## src/rtl/step_sequencer.sv

```systemverilog
// Step sequencer (T0..T3) and instruction register feeding control_unit.
// Optional SEQ_SINGLE_STEP_EN adds iStep to gate the run/advance/wrap transitions.
module step_sequencer #(
    parameter int unsigned IR_W  = 9,
    parameter int unsigned CNT_W = 16
) (
    input  logic             iClk,
    input  logic             iRst,
    input  logic             iRun,
    input  logic [15:0]      iDin,
    input  logic             iIr_en,
    input  logic             iClear,
    input  logic             iDone,
`ifdef SEQ_SINGLE_STEP_EN
    input  logic             iStep,
`endif
    output logic [1:0]       oState,
    output logic [IR_W-1:0]  oIr,
    output logic             oBusy,
    output logic [CNT_W-1:0] oInstr_cnt,
    output logic             oFault
);

    typedef enum logic [1:0] {
        T0 = 2'b00,
        T1 = 2'b01,
        T2 = 2'b10,
        T3 = 2'b11
    } state_t;

    state_t           state_q, state_d;
    logic [IR_W-1:0]  ir_q, ir_d;
    logic [CNT_W-1:0] cnt_q, cnt_d;
    logic             fault_q, fault_d;
    logic             step_ok;

`ifdef SEQ_SINGLE_STEP_EN
    assign step_ok = iStep;
`else
    assign step_ok = 1'b1;
`endif

    always_comb begin
        state_d = state_q;
        fault_d = fault_q;
        ir_d    = ir_q;
        cnt_d   = cnt_q;

        // iClear wins over every stepped transition and is never gated by iStep
        if (iClear) begin
            state_d = T0;
        end else if (step_ok) begin
            unique case (state_q)
                T0: if (iRun) state_d = T1;
                T1: state_d = T2;
                T2: state_d = T3;
                T3: begin
                    state_d = T0;
                    fault_d = 1'b1;
                end
                default: state_d = T0;
            endcase
        end

        if (iIr_en)
            ir_d = IR_W'(iDin[15:7]);

        if (iDone && (state_q != T0))
            cnt_d = cnt_q + 1'b1;
    end

    always_ff @(posedge iClk) begin
        if (iRst) begin
            state_q <= T0;
            ir_q    <= '0;
            cnt_q   <= '0;
            fault_q <= 1'b0;
        end else begin
            state_q <= state_d;
            ir_q    <= ir_d;
            cnt_q   <= cnt_d;
            fault_q <= fault_d;
        end
    end

    assign oState     = state_q;
    assign oIr        = ir_q;
    assign oInstr_cnt = cnt_q;
    assign oFault     = fault_q;
    assign oBusy      = (state_q != T0);

endmodule

```

## config.mk

```make
export PLATFORM = sky130hd
export DESIGN_NAME = step_sequencer
export DESIGN_NICKNAME = d
export VERILOG_FILES = /design/src/rtl/step_sequencer.sv
export SDC_FILE = /design/constraint.sdc
export NUM_CORES = 1
export LEC_CHECK = 0
export CORE_AREA = 5 5 61 63
export DETAILED_ROUTE_END_ITERATION = 6
export DIE_AREA = 0 0 66 68
export GPL_TIMING_DRIVEN = 0
export PLACE_DENSITY = 0.77
export REMOVE_ABC_BUFFERS = 1
export SYNTH_ARGS = -nofsm -noshare
export SYNTH_HDL_FRONTEND = slang
export SYNTH_SLANG_ARGS = --single-unit
```

## constraint.sdc

```tcl
create_clock -name iClk -period 2.2 [get_ports iClk]
set_input_delay 0.66 -clock iClk [delete_from_list [all_inputs] [get_ports iClk]]
set_output_delay 0.66 -clock iClk [all_outputs]
set_load 0.1 [all_outputs]
```

==> results.py <==
metrics = {
    "run_status": {
        "status": "complete, no violations",
    },
    "global_route": {
        "grt_max_degree": 32,
        "first_global_vias": 1089,
        "grt_overflow_total": 0,
        "grt_pass1_wl_um": 4685,
        "antenna_found_initial": 0,
        "track_usage_pct": 12.93,
    },
    "setup_path": {
        "r2r-end": "oInstr_cnt[14]",
        "max_stage_delay_ns": 0.82,
        "cp_top_family": "buffers and inverters",
        "critPathCapture": "oIr[5]",
        "setup.worst_path.end_class": "output pin",
        "r2r_cells": 6,
        "path_cells": "clkdlybuf4s15_1",
        "critPathMaxFanout": 2,
        "crit_cells": 1,
        "startpoint_type": "flop",
        "critPathKind": "reg2out",
        "critPathArrivalTime_ns": 1.49,
        "cp.required_ns": 1.54,
        "startpoint": "oIr[5]",
        "r2r_start": "oState[1]",
        "path_buf_inv": 1,
        "rrSetupSlack_ns": 0.25,
        "critPathSlowestCell": "clkdlybuf4s15_1",
    },
    "cts": {
        "cts.path.max_buffers": 2,
        "clock-root-buffer": "clkbuf_4",
        "clk_pin_slew_ns": 0.14,
        "clock-sinks": 28,
        "hold_buffers": 0,
        "h-tree-depth": 1,
        "cts_tree": "built",
        "clk_latency_ns": 0.31,
        "cts-buffers-inserted": 3,
    },
    "sta": {
        "setup_tns_ns": 0,
        "max_freq_mhz": 466.1,
        "final-hold-violation-count": 0,
        "slew_headroom_pct": 30.20,
        "clock_skew_ns": 0.004748,
        "hold_slack_ns": 0.4954,
        "fin_crit_ns": 2.145,
        "setup_ws_ns": 0.05460,
        "setup_violations": 0,
        "rsz0062_at_grt": "false",
        "report.final.slew_viol_count": 0,
        "period_share_pct": 97.52,
        "worst_slew_pin_slew_ns": 1.045,
    },
    "placed_design": {
        "numPortBuffers": 43,
        "place_hpwl_um": 2138,
        "dp_cells": 219,
        "pre_cts_ws_ns": -0.4235,
        "place_congestion": 0.7282,
    },
    "layout": {
        "drive_gt1_share_pct": 23.16,
        "fin_cells": 223,
        "final_nets": 205,
        "area_growth_syn_to_layout_pct": 39.16,
        "diodes": 0,
    },
    "floorplanning": {
        "coreArea_mm2": 0.003179,
        "ios": 51,
        "dieArea_mm2": 0.004488,
        "start_util_pct": 39.39,
        "die_w_um": 66,
        "dieHeight_um": 68,
        "std_cell_rows": 21,
    },
    "drt": {
        "wl_um": 2763,
        "wl_per_cell_um": 12.39,
        "dr.pass1.iters": 4,
        "vias_per_cell": 4.933,
        "drt_iter0_drc": 25,
        "ant_nets": 0,
        "routed-via-count": 1100,
        "drc": 0,
    },
    "worst_hold_path": {
        "min-delay-path-class": "reg2reg",
    },
    "power_and_ir_drop": {
        "p_per_area_mw_per_mm2": 554.3,
        "peakVddDrop_uv": 250.9,
        "p_leak_nw": 0.6704,
        "p_total_uw": 966.1,
    },
    "logic_synthesis": {
        "synthesis.instances": 134,
        "ys_ff_latch": 28,
        "avgSynthCellArea_um2": 9.347,
        "yosys.area.top_type_share_pct": 44.76,
        "synth.distinct_cells": 30,
        "yosys_warnings": 0,
        "syn_area_mm2": 0.001252,
        "synth_top_cell_by_area": "dfxtp_1",
        "yosysSeqAreaShare_pct": 44.76,
        "yosys-top-cells-area": "dfxtp_1, mux2i_1, nor2_1",
    },
    "job": {
        "cap_viol_max_count": 0,
    },
}
[area by class of cell]
class                           instances  area (um2)
Clock buffer                            4       36.28
Fill cell                             295        1436
Inverter                                7       26.28
Multi-Input combinational cell         95       650.6
Sequential cell                        28       560.5
Tap cell                               46       57.56
Timing Repair Buffer                   43       411.6
[metal layers]
layer  vias up  part of all wire (%)  routed length, um  track usage, %
li1        546                     -                  -               -
met2        39                    48               1325           24.16
met4         0                  0.51                 14           3.046
met3         2                   7.9                219           3.612
met1       513                    44               1204           14.59
met5         -                     0                  0               0
[state kept, by name, summed over array words and instances (netlist names)]
| register | flops |
|---|---|
| oFault | 1 |
| oInstr_cnt | 16 |
| oIr | 9 |
| oState | 2 |
[stage by stage]
stage                     utilization [%]  cell area, um2
after detailed placement            54.27            1725
after global routing                54.82            1743
after CTS                           55.80            1774
after global placement              54.27            1725
final                               54.82            1743
after floorplan                         -            1237
[synth_stat cells, drive strengths merged]
library cell	instances
a2111oi	1
a21oi	4
a31o	1
buf	2
clkbuf	2
dfxtp	28
ha	5
inv	7
mux2	2
mux2i	10
nand2	7
nand2b	2
nand3	2
nand3b	1
nand4	3
nand4b	1
nor2	26
nor2b	2
nor3	6
nor4	6
o21ai	1
or2	2
or3	1
or4	1
xnor2	8
xor2	3
[placed cells by master (no fill, tap or decap)]
cell / Yosys / layout
dfxtp_1: 28 / 28
nor2_1: 26 / 26
clkdlybuf4s15_2: 0 / 18
clkdlybuf4s50_1: 0 / 13
mux2i_1: 10 / 10
clkbuf_2: 0 / 9
xnor2_1: 8 / 8
inv_1: 7 / 7
nand2_1: 7 / 7
nor3_1: 6 / 6
nor4_1: 5 / 5
ha_1: 5 / 5
a21oi_1: 4 / 4
xor2_1: 3 / 3
clkbuf_4: 0 / 3
nand2b_1: 2 / 2
nor2b_1: 2 / 2
nand4_1: 2 / 2
mux2_2: 2 / 2
nand3_4: 1 / 1
o21ai_0: 1 / 1
or3_2: 1 / 1
a2111oi_0: 1 / 1
nand4_4: 1 / 1
or2_1: 1 / 1
nand3b_1: 1 / 1
or2_2: 1 / 1
nor4_2: 1 / 1
a31o_2: 1 / 1
nand4b_1: 1 / 1
or4_4: 1 / 1
nand3_1: 1 / 1
clkbuf_8: 0 / 1
dlymetal6s2s_1: 0 / 1
buf_6: 0 / 1
clkdlybuf4s15_1: 0 / 1
[cell families (layout without fill, tap and decap cells)]
logic type               Yosys count  count (layout)  share of synthesized area, %
AO/OA/AOI/OAI                      7               7                         3.397
multiplexers                      12              12                         9.790
adder cells (fa/ha/maj)            5               5                         4.995
XOR/XNOR                          11              11                         7.693
flip-flops                        28              28                         44.76
buffers and inverters             11              54                         3.298
AND/OR/NAND/NOR                   60              60                         26.07
[worst min-delay path by stage]
stage / end / startpoint / cells past startpoint / slack [ns]
floorplan: oInstr_cnt[1] / iRst / 1 / 0.73
global placement: oFault / oFault / 2 / 0.46
detailed placement: oFault / oFault / 2 / 0.47
CTS: oFault / oFault / 2 / 0.50
global route: oIr[2] / oIr[2] / 2 / 0.54
finish: oFault / oFault / 2 / 0.50
[power by group]
group	internal, mW	leakage, nW	switching (mW)	total (mW)
Sequential	0.520	0.228	0.00830	0.528
Combinational	0.0540	0.422	0.144	0.198
Clock	0.101	0.0210	0.139	0.240
[what timing repair did]
action | 4_1_cts | 5_1_grt
resized for setup | 74 | 17
endpoints found under the setup margin | 29 | 12
buffers inserted | 0 | 0
(Power assumes the default switching activity.)
